### src/rtl/uart_pkg.sv
// Shared types and defaults for the UART transmit arbitration slice.
package uart_pkg;

  localparam int DEFAULT_DATA_WIDTH = 8;

  typedef enum logic {
    ARB   = 1'b0,
    GRANT = 1'b1
  } arb_state_t;

endpackage

### src/rtl/rr_picker.sv
// Combinational round-robin search: first set bit of req at or after ptr, wrapping.
module rr_picker #(
  parameter int N = 4
) (
  input  logic [N-1:0]         req,
  input  logic [$clog2(N)-1:0] ptr,
  output logic [$clog2(N)-1:0] idx,
  output logic                 found
);

  localparam int IW = $clog2(N);

  logic [IW-1:0] cand;

  always_comb begin
    idx   = '0;
    found = 1'b0;
    cand  = '0;
    for (int i = 0; i < N; i++) begin
      cand = IW'((int'(ptr) + i) % N);
      if (!found && req[cand]) begin
        found = 1'b1;
        idx   = cand;
      end
    end
  end

endmodule

### src/rtl/uart_tx_arbiter.sv
// Shares one uart_tx among NUM_REQ message sources; owner keeps the port until
// its last byte or MAX_BURST beats, then the grant rotates round-robin.
//
// state | meaning
// ARB   | no owner; pick next requester at or after rr_ptr
// GRANT | grant_id owns the port; beats pass straight through
module uart_tx_arbiter
  import uart_pkg::*;
#(
  parameter int DATA_WIDTH = DEFAULT_DATA_WIDTH,
  parameter int NUM_REQ    = 4,
  parameter int MAX_BURST  = 16
) (
  input  logic                                 clk,
  input  logic                                 rstn,
  input  logic [NUM_REQ-1:0]                   req_valid,
  input  logic [NUM_REQ-1:0][DATA_WIDTH-1:0]   req_data,
  input  logic [NUM_REQ-1:0]                   req_last,
  output logic [NUM_REQ-1:0]                   req_ready,
  output logic                                 tx_valid,
  output logic [DATA_WIDTH-1:0]                tx_data,
  input  logic                                 tx_ready,
  output logic [$clog2(NUM_REQ)-1:0]           grant_id,
  output logic                                 busy
);

  localparam int IW = $clog2(NUM_REQ);
  localparam int CW = $clog2(MAX_BURST + 1);

  arb_state_t    state_q, state_d;
  logic [IW-1:0] grant_q, grant_d;
  logic [IW-1:0] rr_ptr_q, rr_ptr_d;
  logic [CW-1:0] beat_cnt_q, beat_cnt_d;

  logic [IW-1:0] pick_idx;
  logic          pick_found;

  rr_picker #(
    .N(NUM_REQ)
  ) u_rr_picker (
    .req   (req_valid),
    .ptr   (rr_ptr_q),
    .idx   (pick_idx),
    .found (pick_found)
  );

  always_ff @(posedge clk or negedge rstn) begin
    if (!rstn) begin
      state_q    <= ARB;
      grant_q    <= '0;
      rr_ptr_q   <= '0;
      beat_cnt_q <= '0;
    end else begin
      state_q    <= state_d;
      grant_q    <= grant_d;
      rr_ptr_q   <= rr_ptr_d;
      beat_cnt_q <= beat_cnt_d;
    end
  end

  always_comb begin
    state_d    = state_q;
    grant_d    = grant_q;
    rr_ptr_d   = rr_ptr_q;
    beat_cnt_d = beat_cnt_q;
    tx_valid   = 1'b0;
    tx_data    = '0;
    req_ready  = '0;

    case (state_q)
      ARB: begin
        if (pick_found) begin
          grant_d = pick_idx;
          state_d = GRANT;
        end
      end

      GRANT: begin
        tx_valid            = req_valid[grant_q];
        tx_data             = req_data[grant_q];
        req_ready[grant_q]  = tx_ready;
        if (req_valid[grant_q] && tx_ready) begin
          // The beat reaching MAX_BURST releases, so the counter never wraps.
          if (req_last[grant_q] || beat_cnt_q == CW'(MAX_BURST - 1)) begin
            state_d    = ARB;
            beat_cnt_d = '0;
            rr_ptr_d   = (grant_q == IW'(NUM_REQ - 1)) ? '0 : grant_q + IW'(1);
          end else begin
            beat_cnt_d = beat_cnt_q + CW'(1);
          end
        end
      end

      default: state_d = ARB;
    endcase
  end

  assign grant_id = grant_q;
  assign busy     = (state_q == GRANT);

endmodule

### config.mk
export PLATFORM = sky130hd
export DESIGN_NAME = uart_tx_arbiter
export DESIGN_NICKNAME = d
export VERILOG_FILES = /design/src/rtl/uart_pkg.sv /design/src/rtl/rr_picker.sv /design/src/rtl/uart_tx_arbiter.sv
export SDC_FILE = /design/constraint.sdc
export NUM_CORES = 1
export LEC_CHECK = 0
export BUFFER_PORTS_ARGS = -buffer_cell sky130_fd_sc_hd__buf_2
export CAP_MARGIN = 25
export CORE_UTILIZATION = 42
export DETAILED_ROUTE_END_ITERATION = 8
export GPL_TIMING_DRIVEN = 0
export PLACE_DENSITY_LB_ADDON = 0.3
export SYNTH_ARGS = -nofsm -noshare
export SYNTH_HDL_FRONTEND = slang
export SYNTH_SLANG_ARGS = --single-unit
### constraint.sdc
create_clock -name clk -period 1.86 [get_ports clk]
set_input_delay 0.093 -clock clk [delete_from_list [all_inputs] [get_ports clk]]
set_output_delay 0.093 -clock clk [all_outputs]
set_load 0.02 [all_outputs]
# Word level (Yosys, flattened, before mapping)
# Cells that the tools add are included.
# totals
ramBits,0
word_cells,64
input_bits,43
regBits,10
memories,0
mem_bits_ro,0
latchBits,0
# classes
magnitude_cmp,6
n_reduce_logical,12
n_mul,0
n_eq_ne,2
div_mod_pow,0
bitwise_logic,2
mux,33
addsub,5
shift,0
# ops
operator,n
$bmux W8 S2,1
$mux W8,2
$lt A2 B3 Y1 const B,5
$mux W1,15
$bmux W1 S2,6
$mux W2,5
$add A5 B1 Y5 const B,1
$eq A5 B4 Y1 const B,1
$logic_and A1 B1 Y1,5
$mux W5,1
$add A2 B1 Y2 const B,2
$add A2 B2 Y2 const B,2
$and A4 B4 Y4,1
$mux W4,1
$reduce_and A2 Y1,2
$logic_not A1 Y1,3
$reduce_and A3 Y1,1
$demux W1 S2,1
$eq A2 B2 Y1 const B,1
$ge A2 B1 Y1 const B,1
$pmux W1 S2,1
$logic_or A1 B1 Y1,1
$not A1 Y1,1

# Depth between registers and ports, before layout
# logic_depth
ltp_word,14
depth_mapped,5
depth_no_buf,5

# Cells and area by module
# Synthesis repeated with hierarchy kept, for this count alone.
# hier_totals
hier_cells,88
hier_area_um2,918.4
# modules_own_cells
module,area_per_inst_um2,cells_each,instances
uart_tx_arbiter,840.8,73,1
rr_picker,77.6,15,1

# Worst setup path after synthesis
# No wires, ideal clock.
# synth_path
path_type,register to register
startpoint,"reg grant_q[0], in the netlist grant_id[0]"
endpoint,reg rr_ptr_q[0]
required_time_ns,1.735
t_arrival_ns,1.726
path_slack_ns,0.009
path_buffers,0
synth_period_minus_slack_ns,1.851
path_stages_with_launch,4
cell_sequence,dfrtp_1 > mux4_2 > o211ai_1 > mux2_2
# synth_via
elab_chain_len,4
# synth_rtl
item,line,rtl
from (decl),uart_tx_arbiter.sv:31,"logic [IW-1:0] grant_q, grant_d;"
from (signal assigned),uart_tx_arbiter.sv:55,grant_q <= grant_d;
$bmux W1 S2 (on tied branches),"uart_tx_arbiter.sv:82, uart_tx_arbiter.sv:84",
$mux W1 (on tied branches),"uart_tx_arbiter.sv:82, uart_tx_arbiter.sv:84",
$logic_and A1 B1 Y1 or $logic_or A1 B1 Y1 (tied branches),"uart_tx_arbiter.sv:82, uart_tx_arbiter.sv:84",
$reduce_and A3 Y1 (no source line),-,
to (signal assigned),uart_tx_arbiter.sv:56,rr_ptr_q <= rr_ptr_d;
to (decl),uart_tx_arbiter.sv:32,"logic [IW-1:0] rr_ptr_q, rr_ptr_d;"
# Several ways; a longest one is shown, not always the timed one. The select of a mux whose other input is x is not followed.
# A chain may end at the register's enable or synchronous reset.

# Worst setup path in the final report
# layout_path
startpoint,"reg grant_q[0], in the netlist grant_id[0]"
endpoint,out tx_data[7]
# layout_via
elab_chain_len,3
# layout_rtl
item,line,rtl
$bmux W8 S2,uart_tx_arbiter.sv:80,tx_data = req_data[grant_q];
$mux W8 (implied by the code),uart_tx_arbiter.sv:80,
$mux W8,uart_tx_arbiter.sv:70,case (state_q)
to (decl),uart_tx_arbiter.sv:21,"output logic [DATA_WIDTH-1:0] tx_data,"
# Every way passes these cells. The select of a mux whose other input is x is not followed.

==> summary.md <==
| Metric | Value |
|---|---|
| Data arrival time of the worst path | `between 1500 and 2000 ps` |
| Worst-path clk slew | `60 ps` |
| DR vias | `936` |
| Antenna Nets Post-Route | `0` |
| Worst-Margin Slew | `517.1 ps` |
| First-pass GRT wire length | `3822 µm` |
| Tightest Hold Check Type | `primary input to flop` |
| TritonCTS clock tree | `built` |
| Die X | `49.05 µm` |
| CP Capture Type | `primary output` |
| Fmax | `545.0 MHz` |
| PD cells | `1457 mW/mm²` |
| Initial antenna violation count | `0` |
| Layout area overhead | `44.41%` |
| Total wire length | `2440 µm` |
| Startpoint types | `flop` |
| Maximum vdd drop | `slightly below 0.0008 V` |
| Htree depth | `1` |
| Drt drc | `0` |
| Vias/cell | `5.200` |
| Number of cell rows | `16` |
| Layout Nets | `just over 200` |
| Number of synthesized flops with an enable pin | `0` |
| Fin crit period | `about 1800 ps` |
| Pwr Total | `1.956 mW` |
| Clk sinks | `10` |
| Layout cell share with drive strength beyond 1 | `52.94%` |
| Overall Global Routing Usage | `around a fifth` |
| RD Place Congestion | `between 0.7 and 0.8` |
| Setup TNS | `0 ps` |
| R2r setup slk | `50 ps` |
| Slew HR | `approximately two thirds` |
| Later-pin clock latency in the skew report | `between 200 and 300 ps` |
| Crit-path max FO | `6` |
| Number of port buffers | `58` |
| Multi-input gate area | `640.6 µm²` |
| First DRT Iteration DRCs | `10` |
| Drt first pass iters | `4` |
| Period Utilization, post-route | `98.65%` |
| Synth Instances | `86` |
| Design Area, Final | `around 0.0013 mm²` |
| Worst reg2reg path startpoint | `grant_id[0]$_DFFE_PN0P_` |
| Leak | `0.6980 nW` |
| Mux share of post-synthesis cell area | `approximately 28%` |
| Outcome | `complete, no violations` |
| Register area share after synthesis | `between 20% and 30%` |
| Hpwl dp | `1943 µm` |
| Final setup violation count | `0` |
| Critical Path Sink | `tx_data[7]` |
| Register area | `251.5 µm²` |
| Vias in the first global route | `886` |
| Root buf cell | `clkbuf_4` |
| Clk_skew | `8.812 ps` |
| Post-synthesis register bit count | `10` |
| Max Cap Viol | `0` |
| Adder-cell area share of the yosys netlist | `under 10%` |
| Die Y | `49.05 µm` |
| Fill count | `between 150 and 200` |
| Post-Synth XOR/XNOR Area | `0%` |
| Critical Path RT | `about 1800 ps` |
| Post-synthesis compound-gate area fraction | `between 10% and 20%` |
| Mapped Nets | `around 140` |
| Die ar. | `approximately 0.0024 mm²` |
| Dpl cell area | `between 0.001 and 0.0015 mm²` |
| Fin. Hold Viols | `0` |
| Post-Synthesis Cell Area | `929.6 µm²` |
| Bufs on Longest Clock Path | `2` |
| Mapped Avg Cell Area | `about 11 µm²` |
| Most common cell after layout, fill and taps aside | `buf_2` |
| Critical path class | `flop to primary output` |
| Global route total overflow | `0` |
| Core Region | `0.002022 mm²` |
| Share of synthesized registers carrying an async set or reset | `100.0%` |
| Largest net degree at the start of global routing | `12` |
| Ys flop type | `dfrtp_1` |
| Worst r2r dst | `rr_ptr_q[1]$_DFFE_PN0P_` |
| RSZ-0062 raised after global routing | `yes` |
| DP Worst Slack | `-52.39 ps` |
| Yosys warning count | `0` |
| Starting Density | `45.98%` |
| Synthesized-area fraction occupied by and/or/nand/nor cells | `between 20% and 30%` |
| Num CTS Buffers | `3` |
| Worst R2R Path Depth | `5` |
| Avg WL per Cell | `~14 µm` |
| Placed insts | `around 170` |
| Cell Count, Final, Fillers Out | `180` |
| Final Max Slew Viols | `0` |
| Most frequent cells in the layout | `buf_2 (59), and2_1 (11), mux4_2 (9), dfrtp_1 (9), inv_1 (8)` |
| Synth unique cells | `29` |
| I/O pin count | `59` |
| # diodes | `0` |
| Final WS setup | `25.17 ps` |
| Largest family of logic cells by synthesized area | `multiplexers` |
| Setup crit start | `grant_id[0]$_DFFE_PN0P_` |
==> flip-flops by register name (all words and copies together) (netlist names) <==
name,count
beat_cnt_q,5
grant_id,2
rr_ptr_q,2
busy,1
==> worst max-delay path, stage by stage (launching register included) <==
cell     delay, ps
dfrtp_2        430
buf_4          140
mux4_1         560
and2_1         190
buf_2          160
==> cell type report <==
cell class / instances / area share [%]
clock buffers: 4 / 2.703
plain buffers: 3 / 1.491
multi-input cells: 65 / 47.72
well taps: 27 / 2.516
flip-flops and latches: 10 / 18.73
inverters: 8 / 2.237
repair buffers: 63 / 24.60
==> what timing repair did <==
item                                    in CTS  in global routing
pin swaps                                    0                  1
buffers inserted                             1                  3
endpoints found under the setup margin      13                  8
hold buffers                                 1                  0
resized for setup                            4                  1
endpoints found under the hold margin       10                  0
==> cell usage after synthesis (all sizes together), types with 3 or more instances <==
cell type	count	area share, %
and2	11	7.4
and3	6	4.0
nor2	3	1.2
inv	8	3.2
mux4	10	25
dfrtp	10	27
ha	6	8.1
==> worst min path at each step <==
| stage | slack (ps) | endpoint | cells after the start | startpoint |
|---|---|---|---|---|
| after floorplan | -200 | beat_cnt_q[0]$_DFFE_PN0P_ | 0 | rstn |
| after global placement | -40 | beat_cnt_q[4]$_DFFE_PN0P_ | 1 | rstn |
| after detailed placement | -40 | beat_cnt_q[4]$_DFFE_PN0P_ | 1 | rstn |
| after CTS | 180 | grant_id[1]$_DFFE_PN0P_ | 3 | req_valid[0] |
| after global routing | 210 | grant_id[0]$_DFFE_PN0P_ | 3 | req_valid[0] |
| final | 170 | grant_id[1]$_DFFE_PN0P_ | 3 | req_valid[0] |
==> per-stage QoR <==
step | hold WS, ps | util (%)
finish | 168.8 | 66.40
global route | 209.3 | 66.40
global placement | -42.07 | 62.00
CTS | 175.4 | 65.10
detailed placement | -40.62 | 62.00
floorplan | -202.6 | -
==> where the power goes <==
group | switching, mW | internal, mW | total [mW]
Combinational | 0.662 | 0.661 | 1.32
Sequential | 0.118 | 0.320 | 0.438
Clock | 0.0766 | 0.119 | 0.195
Total | 0.856 | 1.10 | 1.96
==> routing by layer <==
| metal | wire (µm) | vias up | track usage, % | part of all wire (%) |
|---|---|---|---|---|
| li1 | - | 464 | - | - |
| met5 | 0 | - | 0 | 0 |
| met1 | 1006 | 435 | 25.00 | 41 |
| met3 | 144 | 0 | 6.231 | 5.9 |
| met4 | 0 | 0 | 0 | 0 |
| met2 | 1290 | 37 | 37.50 | 53 |
==> kinds of logic after synthesis <==
group                    count (synthesis)
AND/OR/NAND/NOR                         32
AO/OA/AOI/OAI                           14
multiplexers                            13
buffers and inverters                   11
flip-flops                              10
adder cells (fa/ha/maj)                  6
Power figures use the tool's default switching activity.
